### src/rtl/riscv_pkg.sv
// Shared frontend types: reset PC, fetch FSM states and the IF/ID payload.
package riscv_pkg;

  localparam int unsigned XLEN = 32;
  localparam int unsigned ILEN = 32;

  localparam logic [XLEN-1:0] RESET_PC = 32'h0000_0000;

  typedef enum logic [1:0] {
    S_REQ  = 2'd0,
    S_WAIT = 2'd1,
    S_DROP = 2'd2
  } fetch_state_t;

  typedef struct packed {
    logic            valid;
    logic [XLEN-1:0] pc;
    logic [ILEN-1:0] instr;
    logic            pred_taken;
    logic [XLEN-1:0] pred_target;
  } if_id_t;

endpackage

### src/rtl/if_stage.sv
// Instruction fetch: owns the PC, issues one imem request at a time, uses the
// BTB result to choose the next PC and delivers a registered IF/ID payload
// backed by a one-entry hold buffer. EX redirects flush and drop in-flight work.
module if_stage #(
  parameter logic [riscv_pkg::XLEN-1:0] RESET_PC = riscv_pkg::RESET_PC
) (
  input  logic                      clk,
  input  logic                      reset,
  input  logic                      redirect_valid,
  input  logic [riscv_pkg::XLEN-1:0] redirect_pc,
  input  logic                      stall,
  output logic [riscv_pkg::XLEN-1:0] btb_pc_lookup,
  output logic                      btb_lookup_en,
  input  logic                      btb_hit,
  input  logic [riscv_pkg::XLEN-1:0] btb_target,
  output logic                      imem_req_valid,
  output logic [riscv_pkg::XLEN-1:0] imem_req_addr,
  input  logic                      imem_req_ready,
  input  logic                      imem_resp_valid,
  input  logic [riscv_pkg::ILEN-1:0] imem_resp_data,
  output logic                      if_id_valid,
  output logic [riscv_pkg::XLEN-1:0] if_id_pc,
  output logic [riscv_pkg::ILEN-1:0] if_id_instr,
  output logic                      if_id_pred_taken,
  output logic [riscv_pkg::XLEN-1:0] if_id_pred_target
);
  import riscv_pkg::*;

  fetch_state_t    state_q, state_d;
  logic [XLEN-1:0] pc_q, pc_d;
  if_id_t          out_q, out_d;
  if_id_t          hold_q, hold_d;
  logic [XLEN-1:0] inf_pc_q, inf_pc_d;
  logic            inf_taken_q, inf_taken_d;
  logic [XLEN-1:0] inf_target_q, inf_target_d;

  logic   can_issue;
  logic   resp_live;
  logic   accept;
  if_id_t live;

  // Issue gating: no issue while the output is stalled or the hold buffer is full
  assign can_issue      = !hold_q.valid && !(out_q.valid && stall);
  assign resp_live      = (state_q == S_WAIT) && imem_resp_valid;
  assign imem_req_valid = ((state_q == S_REQ) || resp_live) && can_issue && !redirect_valid;
  assign accept         = imem_req_valid && imem_req_ready;
  assign imem_req_addr  = pc_q;
  assign btb_pc_lookup  = pc_q;
  assign btb_lookup_en  = imem_req_valid;

  assign live = '{valid:       1'b1,
                  pc:          inf_pc_q,
                  instr:       imem_resp_data,
                  pred_taken:  inf_taken_q,
                  pred_target: inf_target_q};

  assign if_id_valid       = out_q.valid;
  assign if_id_pc          = out_q.pc;
  assign if_id_instr       = out_q.instr;
  assign if_id_pred_taken  = out_q.pred_taken;
  assign if_id_pred_target = out_q.pred_target;

  // Next-state, PC, in-flight capture, output register and hold buffer
  always_comb begin
    state_d      = state_q;
    pc_d         = pc_q;
    out_d        = out_q;
    hold_d       = hold_q;
    inf_pc_d     = inf_pc_q;
    inf_taken_d  = inf_taken_q;
    inf_target_d = inf_target_q;

    if (accept) begin
      pc_d         = btb_target;
      inf_pc_d     = pc_q;
      inf_taken_d  = btb_hit;
      inf_target_d = btb_target;
    end

    // A live response parks in the hold buffer while the output is stalled
    if (resp_live && out_q.valid && stall) begin
      hold_d = live;
    end

    if (!stall || !out_q.valid) begin
      if (hold_q.valid) begin
        out_d        = hold_q;
        hold_d.valid = 1'b0;
      end else if (resp_live) begin
        out_d = live;
      end else begin
        out_d.valid = 1'b0;
      end
    end

    unique case (state_q)
      S_REQ:   if (accept) state_d = S_WAIT;
      S_WAIT:  if (imem_resp_valid) state_d = accept ? S_WAIT : S_REQ;
      S_DROP:  if (imem_resp_valid) state_d = S_REQ;
      default: state_d = S_REQ;
    endcase

    // Redirect flushes everything; an outstanding request becomes a drop
    if (redirect_valid) begin
      pc_d         = redirect_pc;
      out_d.valid  = 1'b0;
      hold_d.valid = 1'b0;
      unique case (state_q)
        S_REQ:   state_d = S_REQ;
        S_WAIT:  state_d = imem_resp_valid ? S_REQ : S_DROP;
        S_DROP:  state_d = imem_resp_valid ? S_REQ : S_DROP;
        default: state_d = S_REQ;
      endcase
    end
  end

  // State and datapath registers
  always_ff @(posedge clk) begin
    if (reset) begin
      state_q      <= S_REQ;
      pc_q         <= RESET_PC;
      out_q        <= '0;
      hold_q       <= '0;
      inf_pc_q     <= '0;
      inf_taken_q  <= 1'b0;
      inf_target_q <= '0;
    end else begin
      state_q      <= state_d;
      pc_q         <= pc_d;
      out_q        <= out_d;
      hold_q       <= hold_d;
      inf_pc_q     <= inf_pc_d;
      inf_taken_q  <= inf_taken_d;
      inf_target_q <= inf_target_d;
    end
  end

  // Memory must never answer when nothing is outstanding
  always_ff @(posedge clk) begin
    if (!reset) begin
      assert (!((state_q == S_REQ) && imem_resp_valid))
        else $error("if_stage: unsolicited imem response in S_REQ");
    end
  end

endmodule

### config.mk
export PLATFORM = sky130hd
export DESIGN_NAME = if_stage
export DESIGN_NICKNAME = d
export VERILOG_FILES = /design/src/rtl/riscv_pkg.sv /design/src/rtl/if_stage.sv
export SDC_FILE = /design/constraint.sdc
export NUM_CORES = 1
export LEC_CHECK = 0
export ABC_AREA = 1
export CORE_MARGIN = 1.5
export CORE_UTILIZATION = 50
export DETAILED_ROUTE_END_ITERATION = 12
export GPL_TIMING_DRIVEN = 0
export PLACE_DENSITY = 0.79
export SYNTH_ARGS = -nofsm -noshare
export SYNTH_HDL_FRONTEND = slang
export SYNTH_SLANG_ARGS = --single-unit
### constraint.sdc
create_clock -name clk -period 2.15 [get_ports clk]
set_input_delay 0.215 -clock clk [delete_from_list [all_inputs] [get_ports clk]]
set_output_delay 0.215 -clock clk [all_outputs]
set_load 0.01 [all_outputs]
Word level (Yosys, flattened, before mapping)
Cells that the tools add are included.

storage, ports and cells
  register bits after elaboration = 295
  bits in latches = 0
  RAM bits = 0
  bits in read-only memories = 0
  input port bits = 103
  word-level logic and storage cells = 58
  memories kept = 0

operators by class
  add/sub/neg operators = 0
  multiply operators = 0
  divide/modulo/power cells = 0
  $lt $le $gt $ge = 0
  equal/unequal tests = 5
  shift operators = 0
  mux-type cells = 16
  bitwise logic cells = 0
  reduce and logical (&&, ||, !) cells = 22

operators by type and width
  cell                                           number
  2-to-1 mux 98 bit                              2
  2-to-1 mux 97 bit                              1
  2-to-1 mux 32 bit                              2
  2-to-1 mux 2 bit                               6
  inequality test 3 bit, second input constant   3
  logical AND 1 bit                              8
  one-hot mux 2 bit (3 select lines)             1
  logical NOT 1 bit                              5
  2-to-1 mux 1 bit                               4
  nonzero test 2 bit                             2
  OR reduction 2 bit                             2
  AND reduction 3 bit                            1
  == test 2 x 1 -> 1 bit, second input constant  1
  == test 2 bit, second input constant           1
  logical NOT 2 bit                              1
  logical OR 1 bit                               2
  AND reduction 2 bit                            1

Longest topological paths before layout
Gate-level depths: netlist (run 1).

  depth in word-level cells = 10
  gate-level depth with buffers = 11
  gate-level depth less buffers = 10

Least setup slack after synthesis (run 1)
Ideal clock, no wire load.

  path type = register to register
  start point = register state_q[1]
  end point = register out_q (netlist bit if_id_instr[28])
  setup time = 116 ps
  arrival = 1459 ps
  required time = 2034 ps
  setup slack = 575 ps
  stages on the path, launching flop included = 12
  path buffers = 2
  clock period less this slack = 1575 ps
  path through = dfxtp_1 > inv_1 > ha_1 > nand2_2 > inv_2 > or2_1 > nand2_4 > inv_2 > buf_6 > buf_6 > nor2_1 > nor2_1

between the ends
  longest elaborated chain between the ends = 4

RTL lines
  item                                  line             text
  start: declaration                    if_stage.sv:29   fetch_state_t state_q, state_d;
  start signal: assignment              if_stage.sv:128  state_q <= state_d;
  == test 2 x 1 -> 1 bit                if_stage.sv:44   assign resp_live = (state_q == S_WAIT) && imem_resp_valid;
  logical AND 1 bit                     if_stage.sv:44
  nonzero test 2 bit (no source line)   --
  AND reduction 2 bit (no source line)  --
  end signal: assignment                if_stage.sv:130  out_q <= out_d;
  end: declaration                      if_stage.sv:31   if_id_t out_q, out_d;

Every way passes these cells.
A chain may end at the register's enable or synchronous reset.

Worst setup path after layout (run 1)
  start point = register state_q[0]
  end point = output imem_req_valid

between the ends
  longest elaborated chain between the ends = 5

RTL lines
  item                               line            text
  == test 2 x 1 -> 1 bit             if_stage.sv:44
  logical AND 1 bit                  if_stage.sv:44
  logical OR 1 bit *                 if_stage.sv:45  assign imem_req_valid = ((state_q == S_REQ) || resp_live) && can_issue && !redirect_valid;
  logical AND 1 bit * (2 in series)  if_stage.sv:45
  end: declaration                   if_stage.sv:16  output logic imem_req_valid,

Every way passes the cells marked *; elsewhere a longest branch is shown, timed or not.

==> summary.txt, run 1 <==
Worst setup path
  – CP peak stage delay: ~340 ps
  – RR Startpoint: state_q[0]$_SDFFE_PP0P_
  – CP cell instances: inv_1 -> ha_1 -> inv_1 -> nand2_1 -> inv_2 -> nor2_4 -> buf_4 -> clkdlybuf4s15_1
  – Cells on worst reg2reg path: 9
  – Crit. End Element: output port
  – CP top delay family: buffers and inverters
  – Setup Crit Path Kind: flip-flop to output port
  – CP max-delay cell: dfxtp_2
  – CP startpoint kind: flip-flop
  – Most Frequent Cell on Critical Path: inv_1
  – Worst setup path start: state_q[0]$_SDFFE_PP0P_
  – CP Depth: 8
  – Critical Path RT: about 1900 ps
  – Critical path peak fanout: 3
  – Worst path bufs/invs: 5
  – Arr. time, crit path: between 1500 and 2000 ps

Timing
  – Hold Vio Cnt, Final: 0
  – Clock Skew: slightly below 30 ps
  – Slew @ Worst Pin: between 900 and 1000 ps
  – RSZ-0062 raised after global routing: false
  – Rel. slew slack: 0.354
  – # setup viols final: 0
  – Max-slew violation count: 0
  – FMAX: 488 MHz
  – PnR worst setup slack: around 100 ps
  – Period utilisation layout: 0.954
  – Crit path time final: between 2000 and 2500 ps

Logic synthesis
  – Main synth FF type: dfxtp_1
  – Mapped Nets: ~1700
  – FF+latch count, synth: a little under 300
  – Top area cells in the synthesized netlist: dfxtp_1, o21ai_0, a21oi_1
  – Cell Area, Synth: 11800 um2
  – Yosys warnings: 0
  – Synth Area per Inst: 7.58 um2
  – Number of synthesized flops with an enable pin: 0
  – Post-synthesis sequential area ratio: 0.502
  – Top cells by count, synth: dfxtp_1, o21ai_0, nand2_1
  – Count leader, synth: dfxtp_1
  – Yosys cell types: 24
  – Synth Instances: about 1600
  – Biggest area consumer among synthesized cells: dfxtp_1
  – Synth top area share: 0.502
  – Fraction of registers with async set or reset after synthesis: 0

Die
  – Num rows: between 50 and 60
  – Die Y: between 150 and 200 um
  – Full die area: between 20000 and 25000 um2
  – Initial Util: 0.515
  – Core ar.: roughly 23000 um2
  – Io pins: between 200 and 300
  – Die width: 156 um

Placement
  – GPL Wtd Cong: 0.955
  – Pre-CTS setup slack: -135 ps
  – Detailed Place HPWL: roughly 27 mm
  – Buffers on Ports: roughly 270

Routing
  – Antenna violation net count after detailed routing: 0
  – DRC violations left: 0
  – DR WL/cell: approximately 17 um
  – Via-per-instance ratio: 5.31
  – Detailed Routing Iterations Pass 1: 5
  – DRT iter0 DRCs: 887
  – Post-Route WL: about 36 mm
  – Via Count: about 12000

Global routing
  – GR Util All Layers: 0.286
  – Antenna violations before repair: 0
  – Via count of the first global-routing pass: approximately 11000
  – Gr ovfl total: 0
  – Global-route wire length before repair: between 50 and 60 mm
  – Largest net degree at the start of global routing: 15

CTS
  – CTS H-tree lvls: 1
  – Reg clk slew, reported paths: 60 ps
  – CTS Buf Count: 29
  – Root buf cell: clkbuf_16
  – Clk_lat worst skew: 550 ps
  – TritonCTS clock tree: built
  – CTS max path bufs: 3
  – Sink Count: slightly below 300

Min path
  – Hold Crit Start: redirect_valid
  – WHS Path Cells: 4
  – Min-Delay Path Class: input port to flip-flop

Layout
  – Final Util: 0.688
  – # diodes: 0
  – Nets: approximately 2000
  – P&R area growth vs syn: 33.7%
  – Share of layout cells above drive strength 1: 0.0829

Outcome
  – Outcome: finished clean

Pwr
  – Lkg Pwr: between 6 and 7 nW
  – Worst IR Drop VDD: approximately 520 uV
  – Pwr Density: roughly 800 nW/um2

Flow run
  – Max-cap violations: 0
per-layer routing:
metal,global-route usage,wire (um),up-vias
met1,0.380,15500,5388
li1,-,-,5629
met4,0.0934,1060,0
met3,0.0487,3110,78
met2,0.474,16600,491
met5,0,0,-
worst paths after layout:
path | endpoint | slack [ps]
worst min-delay path | state_q[0]$_SDFFE_PP0P_ | 210
worst max-delay path | imem_req_valid | 100
worst max register to register | btb_pc_lookup[24]$_SDFFE_PP0P_ | 180
worst min register to register | hold_q[14]$_SDFFE_PP0P_ | 470
per-stage QoR:
stage	setup TNS (ps)	hold slack (ps)	cells	power, mW	cell area [um2]
2_1_floorplan	0	358	1553	7.01	11800
3_3_place_gp	-7950	450	2131	8.00	14800
3_5_place_dp	-8970	457	2131	8.04	14800
4_1_cts	0	208	2182	12.8	15700
5_1_grt	0	239	2182	13.2	15700
6_report	0	207	2182	12.8	15700
what timing repair did:
item,4_1_cts,5_1_grt
setup buffers,0,0
setup endpoints to repair,62,1
hold buffers,0,0
resized for setup,8,4
placed cells by master, fill, tap and decap left out, types with 3 or more instances in the layout:
master | synthesis | final
a21oi_1 | 197 | 197
o21ai_0 | 273 | 273
inv_2 | 4 | 6
clkbuf_1 | 51 | 62
o21ai_1 | 51 | 51
buf_2 | 43 | 43
buf_4 | 45 | 45
clkdlybuf4s50_1 | 0 | 263
buf_6 | 11 | 11
dfxtp_1 | 295 | 293
clkbuf_16 | 0 | 29
a21boi_0 | 25 | 25
clkbuf_8 | 0 | 8
inv_1 | 105 | 103
a21boi_1 | 7 | 7
nand2_1 | 234 | 234
nor2_1 | 196 | 195
nand3_1 | 3 | 3
power breakdown:
group          leakage (nW)  switching, mW  internal [mW]
Combinational          3.24           1.01          0.977
Sequential             2.40          0.191           5.77
Clock                 0.438           2.07           2.76
Total                  6.08           3.27           9.50
state kept, by name, summed over array words and instances (netlist names):
name	cells
if_id_pc	32
if_id_instr	32
inf_target_q	32
if_id_pred_target	32
state_q	2
if_id_pred_taken	1
inf_taken_q	1
hold_q	98
if_id_valid	1
inf_pc_q	32
btb_pc_lookup	32
final cells by class:
| class | instances | area [um2] |
|---|---|---|
| fillers | 1948 | 7120 |
| flip-flops and latches | 295 | 5910 |
| multi-input cells | 998 | 4600 |
| repair buffers | 265 | 2650 |
| clock buffers | 49 | 881 |
| plain buffers | 151 | 873 |
| inverters | 109 | 409 |
| well taps | 313 | 392 |
| clock inverters | 2 | 13.8 |
tightest hold or removal path, cell delays in order:
cell and delay (ps):
buf_2 190, inv_1 160, a21oi_1 80, nor2_1 70
logic make-up (layout without fill, tap and decap cells):
group,Yosys count,in the layout,share of synthesized area
buf+inv,260,576,0.109
simple gates,441,441,0.144
fa+ha+maj,3,3,0.00319
compound gates,554,554,0.243
flops,295,295,0.502
Note: power is estimated with default switching activity, not from simulation.
==> run 2: changes to the inputs <==
--- a/config.mk
+++ b/config.mk
@@ -6,11 +6,14 @@
 export NUM_CORES = 1
 export LEC_CHECK = 0
 export ABC_AREA = 1
+export CELL_PAD_IN_SITES_DETAIL_PLACEMENT = 1
+export CELL_PAD_IN_SITES_GLOBAL_PLACEMENT = 1
 export CORE_MARGIN = 1.5
-export CORE_UTILIZATION = 50
+export CORE_UTILIZATION = 36
 export DETAILED_ROUTE_END_ITERATION = 12
 export GPL_TIMING_DRIVEN = 0
-export PLACE_DENSITY = 0.79
+export PLACE_DENSITY = 0.78
 export SYNTH_ARGS = -nofsm -noshare
 export SYNTH_HDL_FRONTEND = slang
 export SYNTH_SLANG_ARGS = --single-unit
+export TNS_END_PERCENT = 10
==> summary.txt, run 2 (synthesized netlist as in run 1, its figures left out) <==
CTS
  – CTS H-tree lvls: 1
  – CTS max path bufs: 3
  – Cts hold-fix bufs: 0
  – Clk_lat worst skew: between 500 and 600 ps
  – TritonCTS clock tree: built
  – Root buf cell: clkbuf_16
  – Sink Count: roughly 300
  – Reg clk slew, reported paths: about 60 ps
  – CTS Buf Count: 31

Layout
  – Share of layout cells above drive strength 1: 0.0906
  – Register area: about 6000 um2
  – Commonest non-fill, non-tap cell in the layout: dfxtp_1
  – Largest Register: hold_q
  – Most frequent cells in the layout: dfxtp_1, o21ai_0, clkdlybuf4s50_1, nand2_1, a21oi_1
  – Nets: ~2000
  – Fillers: 4019
  – Multi-input logic area: between 4000 and 5000 um2
  – Finished Layout Cells: about 2300
  – Final Util: 0.497
  – Max FFs per register: a little under 100
  – P&R area growth vs syn: 36.8%

Die
  – Full die area: around 34000 um2
  – Num rows: 66
  – Die Y: 184 um
  – Io pins: 267
  – Core ar.: 32400 um2
  – Die width: around 180 um
  – Initial Util: 0.364

Worst setup path
  – Critical Path RT: 2580 ps
  – CP startpoint kind: flip-flop
  – CP cell instances: inv_2 -> ha_1 -> inv_1 -> nand2_1 -> nand4_2 -> inv_2 -> buf_2 -> a21boi_0 -> a21oi_1
  – CP max-delay cell: a21boi_0
  – CP peak stage delay: roughly 550 ps
  – Arr. time, crit path: 2470 ps
  – CP top delay family: compound AO/OA/AOI/OAI gates
  – R2r setup slk: roughly 110 ps
  – Setup Crit Path Kind: flip-flop to flip-flop
  – Critical path peak fanout: 10
  – Crit. End Element: flip-flop
  – Most Frequent Cell on Critical Path: inv_2
  – Worst path bufs/invs: 4

Pwr
  – Sw Share: 0.259
  – Lkg Pwr: between 6 and 7 nW
  – Sw power: 3.56 mW
  – P_int: between 10 and 15 mW
  – Comb pwr share: 0.148
  – Pwr Density: roughly 850 nW/um2
  – Worst IR Drop VDD: approximately 660 uV
  – Power share of the clock group: 0.418
  – Sequential share of power: 0.434

Routing
  – Post-Route WL: 42.8 mm
  – DRC violations left: 0
  – DRT iter0 DRCs: roughly 850
  – DR WL/cell: around 18 um
  – Antenna violation net count after detailed routing: 0
  – Via-per-instance ratio: 5.05
  – Via Count: between 10000 and 15000
  – Detailed Routing Iterations Pass 1: 5

Placement
  – Placed cells: between 2000 and 2500
  – Buffers on Ports: between 200 and 300
  – GPL Wtd Cong: 0.880
  – Detailed Place HPWL: 31.8 mm

Timing
  – Slew @ Worst Pin: 997 ps
  – # setup viols final: 0
  – Hold Vio Cnt, Final: 0
  – Clock Skew: around 17 ps
  – Rel. slew slack: 0.335
  – RSZ-0062 raised after global routing: false
  – Period utilisation layout: 0.950
  – FMAX: 489 MHz
  – Max-slew violation count: 0
  – Crit path time final: slightly above 2000 ps

Outcome
  – Outcome: finished clean

Global routing
  – GR Util All Layers: 0.249
  – Largest net degree at the start of global routing: 16
  – Antenna violations before repair: 4
  – Gr ovfl total: 0
  – Global-route wire length before repair: approximately 65 mm
  – Via count of the first global-routing pass: ~12000

Flow run
  – Max-cap violations: 0

Min path
  – Min-Delay Path Class: input port to flip-flop
[run 2: changes by cell type in the layout (fill, tap and decap cells not counted), moves of 2 or more]
cell	previous run	this run
clkbuf_1	62	56
clkbuf_16	29	31
buf_4	45	47
bufinv_16	0	4
diode_2	0	3
clkinv_2	1	5
[run 2: power by group through the flow]
stage | clock network, mW | registers, mW | logic [mW]
finish | 5.75 | 5.97 | 2.03
global route | 6.05 | 6.00 | 2.23
CTS | 5.84 | 5.98 | 2.04
detailed placement | 0 | 6.09 | 2.02
global placement | 0 | 6.08 | 1.97
floorplan | 0 | 6.12 | 0.884
[run 2: timing repair]
action / 4_1_cts / 5_1_grt
gates resized for setup: 11 / 2
setup endpoints to repair: 62 / 1
setup buffers: 1 / 0
pin swaps: 1 / 0
[run 2: final timing paths]
kind | startpoint | end | cells after the start
setup reg to reg | state_q[1]$_SDFFE_PP0P_ | btb_pc_lookup[14]$_SDFFE_PP0P_ | 9
hold / removal | redirect_valid | btb_pc_lookup[1]$_SDFFE_PP0P_ | 4
setup / recovery | state_q[1]$_SDFFE_PP0P_ | btb_pc_lookup[14]$_SDFFE_PP0P_ | 9
hold reg to reg | inf_target_q[27]$_SDFFE_PP0P_ | inf_target_q[27]$_SDFFE_PP0P_ | 2
[run 2: through the flow]
step	hold slack (ps)	setup TNS (ps)	instance area, um2	power, mW	setup slack (ps)
after floorplan	358	0	11800	7.01	575
after global placement	453	-17840	15000	8.05	-201
after detailed placement	457	-22430	15000	8.11	-205
after CTS	163	0	16100	13.9	55.7
after global routing	194	0	16100	14.3	27.2
final	167	0	16100	13.8	107
[run 2: cell type report]
type / count / area share
Clock buffer: 46 / 0.0573
Tap cell: 442 / 0.0344
Multi-Input combinational cell: 998 / 0.286
Inverter: 109 / 0.0254
Timing Repair Buffer: 266 / 0.165
Clock inverter: 12 / 0.0107
Sequential cell: 295 / 0.367
Buffer: 151 / 0.0542
Antenna cell: 3 / 0.000466
[run 2: tightest hold or removal path: cells and delay by family]
| kind | cells | cell delay (ps) |
|---|---|---|
| AO/OA/AOI/OAI | 2 | 230 |
| buffers and inverters | 1 | 170 |
| AND/OR/NAND/NOR | 1 | 80 |
[run 2: routing by layer]
metal	global-route usage	wire [um]	up-vias
met5	0	27	-
met3	0.0392	2610	67
met4	0.0633	977	4
li1	-	-	5645
met1	0.334	19700	5649
met2	0.417	19400	354
